### src/rtl/instruction_encoder.sv
// instruction_encoder
//   Encodes one RV32I operation plus its operand fields into a 32-bit
//   instruction word. It then streams that word out as four bytes, least
//   significant byte first. The program loader and the self-test path use it
//   to write instruction memory over an 8-bit IO.
//
// Configuration macro:
//   ENCODER_RANGE_CHECK_EN - when defined, an immediate that does not fit its
//                            format is rejected with an error pulse. When
//                            undefined, out-of-range immediate bits are
//                            silently truncated.
//
// Ports:
//   clock, reset      - rising-edge clock, synchronous active-high reset
//   in_valid/in_ready - request handshake (ready only while idle)
//   operation, rd, rs1, rs2, immediate - the request fields
//   byte_valid/byte_ready/out_byte     - byte stream, LSB first
//   instruction_word  - last successfully encoded word
//   error             - one-cycle pulse when a request cannot be encoded
//   encoded_count     - number of words fully streamed out (wraps)

package instruction_encoder_pkg;
  typedef enum logic [5:0] {
    invalid,
    lui, auipc, jal, jalr,
    beq, bne, blt, bge, bltu, bgeu,
    lb, lh, lw, lbu, lhu,
    sb, sh, sw,
    addi, slti, xori, ori, andi,
    slli, srli, srai,
    add, sub, sll, slt, xor_, srl, sra, or_, and_
  } operation_t;
endpackage

module instruction_encoder
  import instruction_encoder_pkg::*;
#(
  parameter int COUNT_WIDTH = 16
) (
  input  logic                   clock,
  input  logic                   reset,
  input  logic                   in_valid,
  output logic                   in_ready,
  input  operation_t             operation,
  input  logic [4:0]             rd,
  input  logic [4:0]             rs1,
  input  logic [4:0]             rs2,
  input  logic [31:0]            immediate,
  output logic                   byte_valid,
  input  logic                   byte_ready,
  output logic [7:0]             out_byte,
  output logic [31:0]            instruction_word,
  output logic                   error,
  output logic [COUNT_WIDTH-1:0] encoded_count
);

  typedef enum logic {IDLE, SEND} state_t;
  typedef enum logic [2:0] {FMT_NONE, FMT_U, FMT_J, FMT_I, FMT_SH, FMT_S, FMT_B, FMT_R} fmt_t;

  localparam logic [6:0] OP_LUI    = 7'b0110111;
  localparam logic [6:0] OP_AUIPC  = 7'b0010111;
  localparam logic [6:0] OP_JAL    = 7'b1101111;
  localparam logic [6:0] OP_JALR   = 7'b1100111;
  localparam logic [6:0] OP_LOAD   = 7'b0000011;
  localparam logic [6:0] OP_ALUI   = 7'b0010011;
  localparam logic [6:0] OP_STORE  = 7'b0100011;
  localparam logic [6:0] OP_BRANCH = 7'b1100011;
  localparam logic [6:0] OP_ALU    = 7'b0110011;
  localparam logic [6:0] F7_ALT    = 7'b0100000;

  state_t      state;
  logic [1:0]  byte_idx;

  fmt_t        fmt;
  logic [6:0]  opc;
  logic [2:0]  f3;
  logic [6:0]  f7;
  logic [31:0] enc_word;
  logic        range_ok;
  logic        enc_ok;

  // Combinational encoder: classify the operation, then assemble the fields.
  always_comb begin
    // NOTE: every variable gets a default first so no path leaves it unassigned (no latches).
    fmt      = FMT_NONE;
    opc      = '0;
    f3       = '0;
    f7       = '0;
    enc_word = '0;
    range_ok = 1'b1;

    case (operation)
      lui:   begin fmt = FMT_U;  opc = OP_LUI;    end
      auipc: begin fmt = FMT_U;  opc = OP_AUIPC;  end
      jal:   begin fmt = FMT_J;  opc = OP_JAL;    end
      jalr:  begin fmt = FMT_I;  opc = OP_JALR;   f3 = 3'b000; end
      lb:    begin fmt = FMT_I;  opc = OP_LOAD;   f3 = 3'b000; end
      lh:    begin fmt = FMT_I;  opc = OP_LOAD;   f3 = 3'b001; end
      lw:    begin fmt = FMT_I;  opc = OP_LOAD;   f3 = 3'b010; end
      lbu:   begin fmt = FMT_I;  opc = OP_LOAD;   f3 = 3'b100; end
      lhu:   begin fmt = FMT_I;  opc = OP_LOAD;   f3 = 3'b101; end
      addi:  begin fmt = FMT_I;  opc = OP_ALUI;   f3 = 3'b000; end
      slti:  begin fmt = FMT_I;  opc = OP_ALUI;   f3 = 3'b010; end
      xori:  begin fmt = FMT_I;  opc = OP_ALUI;   f3 = 3'b100; end
      ori:   begin fmt = FMT_I;  opc = OP_ALUI;   f3 = 3'b110; end
      andi:  begin fmt = FMT_I;  opc = OP_ALUI;   f3 = 3'b111; end
      slli:  begin fmt = FMT_SH; opc = OP_ALUI;   f3 = 3'b001; end
      srli:  begin fmt = FMT_SH; opc = OP_ALUI;   f3 = 3'b101; end
      srai:  begin fmt = FMT_SH; opc = OP_ALUI;   f3 = 3'b101; f7 = F7_ALT; end
      sb:    begin fmt = FMT_S;  opc = OP_STORE;  f3 = 3'b000; end
      sh:    begin fmt = FMT_S;  opc = OP_STORE;  f3 = 3'b001; end
      sw:    begin fmt = FMT_S;  opc = OP_STORE;  f3 = 3'b010; end
      beq:   begin fmt = FMT_B;  opc = OP_BRANCH; f3 = 3'b000; end
      bne:   begin fmt = FMT_B;  opc = OP_BRANCH; f3 = 3'b001; end
      blt:   begin fmt = FMT_B;  opc = OP_BRANCH; f3 = 3'b100; end
      bge:   begin fmt = FMT_B;  opc = OP_BRANCH; f3 = 3'b101; end
      bltu:  begin fmt = FMT_B;  opc = OP_BRANCH; f3 = 3'b110; end
      bgeu:  begin fmt = FMT_B;  opc = OP_BRANCH; f3 = 3'b111; end
      add:   begin fmt = FMT_R;  opc = OP_ALU;    f3 = 3'b000; end
      sub:   begin fmt = FMT_R;  opc = OP_ALU;    f3 = 3'b000; f7 = F7_ALT; end
      sll:   begin fmt = FMT_R;  opc = OP_ALU;    f3 = 3'b001; end
      slt:   begin fmt = FMT_R;  opc = OP_ALU;    f3 = 3'b010; end
      xor_:  begin fmt = FMT_R;  opc = OP_ALU;    f3 = 3'b100; end
      srl:   begin fmt = FMT_R;  opc = OP_ALU;    f3 = 3'b101; end
      sra:   begin fmt = FMT_R;  opc = OP_ALU;    f3 = 3'b101; f7 = F7_ALT; end
      or_:   begin fmt = FMT_R;  opc = OP_ALU;    f3 = 3'b110; end
      and_:  begin fmt = FMT_R;  opc = OP_ALU;    f3 = 3'b111; end
      default: fmt = FMT_NONE;
    endcase

    case (fmt)
      FMT_U:  enc_word = {immediate[31:12], rd, opc};
      FMT_J:  enc_word = {immediate[20], immediate[10:1], immediate[11],
                          immediate[19:12], rd, opc};
      FMT_I:  enc_word = {immediate[11:0], rs1, f3, rd, opc};
      FMT_SH: enc_word = {f7, immediate[4:0], rs1, f3, rd, opc};
      FMT_S:  enc_word = {immediate[11:5], rs2, rs1, f3, immediate[4:0], opc};
      FMT_B:  enc_word = {immediate[12], immediate[10:5], rs2, rs1, f3,
                          immediate[4:1], immediate[11], opc};
      FMT_R:  enc_word = {f7, rs2, rs1, f3, rd, opc};
      default: enc_word = '0;
    endcase

`ifdef ENCODER_RANGE_CHECK_EN
    // The immediate must be representable: sign bits above the field must be
    // copies of the field's top bit, and branch/jump offsets must be even.
    case (fmt)
      FMT_I, FMT_S: range_ok = (immediate[31:11] == '0) || (immediate[31:11] == '1);
      FMT_B:  range_ok = ((immediate[31:12] == '0) || (immediate[31:12] == '1)) && !immediate[0];
      FMT_J:  range_ok = ((immediate[31:20] == '0) || (immediate[31:20] == '1)) && !immediate[0];
      FMT_SH: range_ok = (immediate[31:5] == '0);
      FMT_U:  range_ok = (immediate[11:0] == '0);
      default: range_ok = 1'b1;
    endcase
`else
    range_ok = 1'b1;
`endif

    enc_ok = (fmt != FMT_NONE) && range_ok;
  end

  // Control FSM with registered outputs.
  always_ff @(posedge clock) begin
    // NOTE: sequential state uses non-blocking assignments so every register samples pre-edge values.
    if (reset) begin
      state            <= IDLE;
      in_ready         <= 1'b1;
      byte_valid       <= 1'b0;
      out_byte         <= '0;
      byte_idx         <= '0;
      instruction_word <= '0;
      error            <= 1'b0;
      encoded_count    <= '0;
    end else begin
      error <= 1'b0;
      unique case (state)
        IDLE: begin
          if (in_valid && in_ready) begin
            if (enc_ok) begin
              instruction_word <= enc_word;
              out_byte         <= enc_word[7:0];
              byte_idx         <= '0;
              byte_valid       <= 1'b1;
              in_ready         <= 1'b0;
              state            <= SEND;
            end else begin
              error <= 1'b1;
            end
          end
        end
        SEND: begin
          if (byte_valid && byte_ready) begin
            if (byte_idx == 2'd3) begin
              encoded_count <= encoded_count + COUNT_WIDTH'(1);
              byte_valid    <= 1'b0;
              in_ready      <= 1'b1;
              state         <= IDLE;
            end else begin
              byte_idx <= byte_idx + 2'd1;
              // Preload the next byte so out_byte stays a plain register.
              out_byte <= instruction_word[{byte_idx + 2'd1, 3'b000} +: 8];
            end
          end
        end
      endcase
    end
  end

endmodule

### config.mk
export PLATFORM = sky130hd
export DESIGN_NAME = instruction_encoder
export DESIGN_NICKNAME = d
export VERILOG_FILES = /design/src/rtl/instruction_encoder.sv
export SDC_FILE = /design/constraint.sdc
export NUM_CORES = 1
export LEC_CHECK = 0
export CAP_MARGIN = 10
export CORE_UTILIZATION = 46
export DETAILED_ROUTE_END_ITERATION = 16
export PLACE_DENSITY = 0.87
export SYNTH_ARGS = -nofsm -noshare
export SYNTH_HDL_FRONTEND = slang
export SYNTH_SLANG_ARGS = --single-unit
### constraint.sdc
create_clock -name clock -period 2 [get_ports clock]
set_input_delay 0.2 -clock clock [delete_from_list [all_inputs] [get_ports clock]]
set_output_delay 0.2 -clock clock [all_outputs]
set_load 0.1 [all_outputs]
### Word-level counts from Yosys, hierarchy flattened

Cells that the tools add are included.

* $lt $le $gt $ge: 0
* shift operators: 1
* $add $sub $neg: 2
* equality and inequality tests: 48
* muxes and demuxes: 31
* multiply operators: 0
* bitwise gates (word level): 2
* divide/modulo/power cells: 0
* reduce and logical (&&, ||, !) cells: 23

Operators by type and width (count)
* 32-bit one-hot mux with 7 select lines: 1
* 6-bit by 5-bit == test with 1-bit output, second input constant: 16
* 7-bit one-hot mux with 9 select lines: 1
* 6-bit by 4-bit == test with 1-bit output, second input constant: 8
* 8-bit two-way mux: 4
* 32-bit by 6-bit variable part select with 8-bit output: 1
* 6-bit by 3-bit == test with 1-bit output, second input constant: 4
* 6-bit == test, second input constant: 4
* 3-bit one-hot mux with 7 select lines: 1
* 3-bit one-hot mux with 6 select lines: 1
* 3-bit OR reduction: 6
* 16-bit by 1-bit adder with 16-bit output, second input constant: 1
* 8-bit one-hot mux with 2 select lines: 1
* 1-bit two-way mux: 13
* 3-bit == test, second input constant: 4
* 6-bit by 2-bit == test with 1-bit output, second input constant: 2
* 6-bit OR reduction: 2
* 11-bit OR reduction: 1
* 5-bit OR reduction: 2
* 9-bit OR reduction: 1
* 2-bit two-way mux: 4
* 4-bit AND reduction: 2
* 4-bit OR reduction: 2
* 8-bit OR reduction: 1
* 15 further kinds: 24

* memory bits (read-only): 0
* input port bits: 57
* output and inout bits: 59
* bits in latches: 0
* bits in writable memories: 0
* register bits: 62
* memories: 0

### Logic depth before layout (Yosys ltp)

Gate-level depths: netlist (run 1).

* depth after elaboration: 8
* mapped depth: 8
* mapped depth without buffers: 6

### Worst setup path before layout (run 1)

OpenSTA, ideal clock, no wires.

* path kind: register to register
* start: reg encoded_count[3]
* end: reg encoded_count[15]
* arrival time: 2.337 ns
* data required time: 1.872 ns
* library setup time: 0.128 ns
* stages on the path, launching flop included: 6
* slack: -0.465 ns
* buffers on the path: 0
* path through: dfxtp_1 nand4_2 nor4_1 nand4_1 xnor2_1 nor2b_1

* longest elaborated chain between the ends: 1

RTL lines
* start, declared: RTL line 54 `output logic [COUNT_WIDTH-1:0] encoded_count`
* start signal, assigned: RTL line 194 `encoded_count <= encoded_count + COUNT_WIDTH'(1);`
* 16-bit by 1-bit adder with 16-bit output: RTL line 194

Every way passes these cells.
A chain may end at the register's enable or synchronous reset.

### Final worst setup path (run 1)

* start: in operation[5]
* end: reg instruction_word[20]

* longest elaborated chain between the ends: 5

RTL lines
* start, declared: RTL line 44 `input operation_t operation,`
* 6-bit by 5-bit == test with 1-bit output, or another cell as far along: RTL line 92 `case (operation)`
* 11-bit OR reduction (no line), or another cell as far along
* 3-bit one-hot mux with 7 select lines *: RTL line 92
* 3-bit == test, or another cell as far along: RTL line 131 `case (fmt)`
* 32-bit one-hot mux with 7 select lines / 3-bit AND reduction (equally long branches)
* end signal, assigned: RTL line 180 `instruction_word <= enc_word;`
* end, declared: RTL line 52 `output logic [31:0] instruction_word,`

Mark *: on every way between the ends. The rest lies on a longest branch, timed or not.

==> impl_metrics.toml, run 1 <==
[outcome]
outcome = "finished clean"

[routing]
wl_per_cell_um = 17.83
dr.first_iter.drc_count = 326
vias = 3947
routed_wl_um = 12150
firstDrtPassIters = 5
ant_nets = 0
drcViolationCount = 0
via_per_inst = 5.796

[setup_path]
critPathMaxFanout = 5
crit_type = "in -> reg"
slowest_delay_ps = 570
critPathSlowestCell = "or4_4"
cp.required_ps = 2260
end_kind = "flop"
worstPathArrival_ps = 2160
cp_cell_sequence = "clkdlybuf4s50_1 > or4_4 > nor2_1 > a222oi_1 > buf_4 > o311a_1 > a211oi_2"
cp-start-kind = "input pin"

[logic_synthesis]
avgSynthCellArea_um2 = 8.551
synthFlopType = "dfxtp_1"
netlist_area_um2 = 3506
synth_top_cell_area_share_pct = 34.83
synth-seq-cells = 61
synth_common_cells = "63 x nor2_1, 61 x dfxtp_1, 30 x nand2_1"
yosys.cell_count.top_type = "nor2_1"
synthArstFlopShare_pct = 0
seq_area_frac_synth_pct = 34.83
synth.largest_area_cell = "dfxtp_1"
netlist_top_cells_area = "dfxtp_1 35%, nor2_1 6.7%, a221oi_1 5.5%"
synth_cells = 410
synth_fp_nets = 469
synth_edf_count = 0
ys_warn_count = 0
ys_types = 70

[grt]
antenna_found_initial = 0
grt-ovfl-total = 0
grt_start_max_net_pins = 46
grt_pass1_vias = 3855
grt_first_pass_wirelength_um = 18930
grt_usage_pct = 31.77

[clock_tree]
clock_latency_ps = 340
postCtsSetupRepairBufs = 0
cts_num_sinks = 61
cts_max_level = 3
cts.repair.resized = 0
root_buffer = "clkbuf_8"
cts.clk_slew.worst_paths_ps = 80
clock_path_buffers = 2
numCtsBuffers = 9
cts_tree = "yes"
holdBufCountCts = 0

[pwr]
p_leak_nw = 2.178
clkPwrFrac_pct = 31.6
peakVddDrop_uv = 531.8
sequentialPowerShare_pct = 34.6
switching_share_pct = 37.91
combPwrFrac_pct = 33.8
intPower_mw = 2.431
p_switching_mw = 1.484
power_density_nw_per_um2 = 742.7

[placement]
port_buffers = 115
dp_cells = 665
dp_hpwl_um = 9426
place.gp.congestion = 1.027
dpl_worst_slack_ps = -210.5

[sta]
fin_crit_sh_pct = 95.04
setup_violations = 0
fin_hold_ws_ps = 234.1
period_needed_ps = 1901
fmax_ghz = 0.5261
hold_violations = 0
relSlewSlack_pct = 62.75
slew_violations = 0
final.setup_skew_ps = 9.389
grt_setup_unrepaired = "false"
fin_ws_ps = 99.12
worst_pin_slew_ps = 558.8

[die]
core_um2 = 7292
die_y_um = 89.30
die_area_um2 = 7974
fp-row-count = 31
die_w_um = 89.30
start_util_pct = 48.08
pin_count = 116

[final_layout]
drive_gt1_share_pct = 33.33
syn_to_final_growth_pct = 50.36
instances_no_fill = 681
final_nets = 636
diodes = 0

[hold_path]
min_path_type = "in -> reg"

[flow_run]
drv_cap = 0
## cell families (layout without fill, tap and decap cells)
kind of cell,after synthesis,in the layout,share of synthesized area [%]
and+or+nand+nor,169,169,23.63
AOI/OAI and AO/OA,99,99,22.41
DFF,61,61,34.83
buffers and inverters,46,218,6.709
xor gates and xnor gates,22,22,5.710
muxes,11,11,5.996
adders and majority gates,2,2,0.7137
## placed cells by master, fill, tap and decap left out, types with 9 or more instances in the layout
cell	netlist	routed
buf_4	9	135
nor2_1	63	63
clkdlybuf4s50_1	0	53
dfxtp_1	61	48
nand2_1	30	30
nor3_1	28	28
a221oi_1	22	22
a21oi_1	18	18
dfxtp_2	0	13
nand3_1	11	11
xnor2_1	12	11
inv_1	10	10
xor2_1	9	9
clkbuf_8	0	9
## power by group through the flow
stage | Clock (mW) | Sequential (mW) | Combinational, mW
2_1_floorplan | 0 | 1.86 | 0.390
3_3_place_gp | 0 | 1.38 | 1.29
3_5_place_dp | 0 | 1.38 | 1.31
4_1_cts | 1.24 | 1.35 | 1.31
5_1_grt | 1.31 | 1.36 | 1.39
6_report | 1.24 | 1.36 | 1.32
## metal layers
layer / vias to the layer above / part of all wire (%) / global-route usage (%)
met3: 32 / 8.0 / 5.633
met4: 0 / 2.3 / 13.42
met5: - / 0 / 0
met1: 1850 / 41 / 39.39
met2: 224 / 49 / 54.41
li1: 1841 / - / -
## registers in the layout, indices dropped and copies added (netlist names)
signal and cells:
instruction_word 31, encoded_count 16, out_byte 8, byte_idx 2, byte_valid 1, error 1
in_ready 1, state 1
## path summary, 6_finish.rpt
path	cells past startpoint	end	slack [ps]	startpoint
worst max-delay path	7	instruction_word[20]$_SDFFE_PP0P_	100	operation[5]
worst min-delay path	2	encoded_count[5]$_SDFFE_PP0P_	230	reset
worst max register to register	5	out_byte[2]$_SDFFE_PP0P_	210	byte_idx[1]$_SDFFE_PP0P_
worst min register to register	2	instruction_word[5]$_SDFFE_PP0P_	490	instruction_word[5]$_SDFFE_PP0P_
## critical path: cells and delay by family
family	cells	cell delay (ps)
simple gates	2	760
buf+inv	2	670
compound gates	3	530
## cell type report
class,instances,area (µm²)
fillers,599,2021
well taps,99,123.9
flip-flops and latches,61,1237
clock inverters,7,97.59
repair buffers,192,1594
inverters,10,37.54
multi-input cells,303,2057
clock buffers,9,123.9
## metrics by stage
step / total power, mW / utilization [%] / setup TNS (ps) / cell area (µm²)
floorplan: 2.251 / - / -64.93 / 3522
global placement: 2.672 / 69.08 / -3991 / 5037
detailed placement: 2.690 / 69.08 / -5238 / 5037
CTS: 3.911 / 72.12 / 0 / 5259
global route: 4.055 / 72.29 / 0 / 5271
finish: 3.915 / 72.29 / 0 / 5271
(Power assumes the default switching activity.)
==> inputs of run 2 (changes only) <==
MAX_ROUTING_LAYER = met4   (was default)
==> impl_metrics.toml, run 2 (synthesized netlist as in run 1, its figures left out) <==
[placement]
dpl_worst_slack_ps = -252.7
port_buffers = 115
dp_cells = 671
dp_hpwl_um = 9746
place.gp.congestion = 1.004
placed_cell_area_um2 = 5082

[final_layout]
n_fill_cell = 539
fin_util_pct = 72.86
top_register = "instruction_word"
syn_to_final_growth_pct = 51.53
diodes = 0
drive_gt1_share_pct = 34.01
final_nets = 642
final_common_cell = "buf_4"
final_area_um2 = 5313
largest_reg_flops = 31
final_cell_mix = "141 x buf_4, 63 x nor2_1, 53 x clkdlybuf4s50_1"
instances_no_fill = 687
top_regs = "instruction_word: 31 flops, encoded_count: 16 flops, out_byte: 8 flops"

[grt]
grt_start_max_net_pins = 62
grt-ovfl-total = 0
antenna_found_initial = 0
grt_pass1_vias = 3878
grt_first_pass_wirelength_um = 19150
grt_usage_pct = 33.36

[die]
fp-row-count = 31
die_y_um = 89.30
core_um2 = 7292
start_util_pct = 48.08
die_area_um2 = 7974
die_w_um = 89.30
pin_count = 116

[setup_path]
end_kind = "flop"
worstPathArrival_ps = 2200
slowest_delay_ps = 520
critPathSlowestCell = "clkdlybuf4s50_1"
cp-start-kind = "input pin"
cp.required_ps = 2270
crit_type = "in -> reg"
critPathMaxFanout = 14
r2r_cells = 7
cp_cell_sequence = "clkdlybuf4s50_1 > buf_4 > or3_1 > or4_1 > o41ai_1 > a221oi_1 > a211oi_2"

[sta]
fin_tns_setup_ps = 0
final.setup_skew_ps = 10.71
period_needed_ps = 1930
hold_violations = 0
fmax_ghz = 0.5182
setup_violations = 0
slew_violations = 0
worst_pin_slew_ps = 431.6
relSlewSlack_pct = 70.97
fin_crit_sh_pct = 96.49
fin_ws_ps = 70.26
grt_setup_unrepaired = "false"
fin_hold_ws_ps = 326.4

[routing]
via_per_inst = 5.803
dr.first_iter.drc_count = 240
vias = 3987
routed_wl_um = 12650
drcViolationCount = 0
wl_per_cell_um = 18.41
ant_nets = 0
firstDrtPassIters = 5

[flow_run]
drv_cap = 0

[clock_tree]
clock_path_buffers = 2
cts_num_sinks = 61
clock_latency_ps = 340
cts.clk_slew.worst_paths_ps = 80
cts_max_level = 3
numCtsBuffers = 9
cts_tree = "yes"
root_buffer = "clkbuf_8"
holdBufCountCts = 0

[pwr]
finalPower_mw = 3.934
power_density_nw_per_um2 = 740.4
p_leak_nw = 2.201
peakVddDrop_uv = 467.7

[hold_path]
hold_depth = 3
min_path_type = "in -> reg"

[outcome]
outcome = "finished clean"
[run 2: cell count changes in the layout (fill, tap and decap cells not counted)]
cell / delta
xnor2_2: -1
buf_4: +6
a21oi_1: -1
or2_1: -1
or2_0: +1
xnor2_1: +1
a21oi_2: +1
[run 2: power by group]
group / internal [mW] / switching (mW)
clock: 0.705 / 0.532
combinational: 0.449 / 0.892
sequential: 1.29 / 0.0690
total: 2.44 / 1.49
[run 2: per-layer routing]
metal	share of wire (%)	track usage, %
met5	0	-
met4	3.8	15.30
met3	6.4	5.910
met2	49	54.34
met1	41	40.23
[run 2: worst max-delay path, delay by kind of cell]
family / cells / cell delay, ps
buffers and inverters: 2 / 770
AO/OA/AOI/OAI: 3 / 440
AND/OR/NAND/NOR: 2 / 780
[run 2: final timing paths]
path,endpoint,slack (ps),startpoint
setup / recovery,instruction_word[30]$_SDFFE_PP0P_,70,operation[2]
hold / removal,encoded_count[4]$_SDFFE_PP0P_,330,reset
setup reg to reg,out_byte[6]$_SDFFE_PP0P_,170,state$_SDFF_PP0_
hold reg to reg,instruction_word[5]$_SDFFE_PP0P_,470,instruction_word[5]$_SDFFE_PP0P_
[run 2: timing repair]
item,4_1_cts,5_1_grt
setup buffers,0,0
endpoints found under the setup margin,0,4
endpoints found under the hold margin,0,0
gates resized for setup,0,3
[run 2: area by class of cell]
cell class | instances | area (µm²) | area share [%]
clock buffers | 9 | 123.9 | 2.332
inverters | 10 | 37.54 | 0.7065
multi-input cells | 303 | 2053 | 38.65
well taps | 99 | 123.9 | 2.332
repair buffers | 198 | 1639 | 30.85
flip-flops and latches | 61 | 1237 | 23.29
clock inverters | 7 | 97.59 | 1.837
==> inputs of run 3 (changes only) <==
ABC_AREA = 0   (was default)
==> results of run 3 <==
No change in the layout: final DEF, timing and power equal those of run 2.
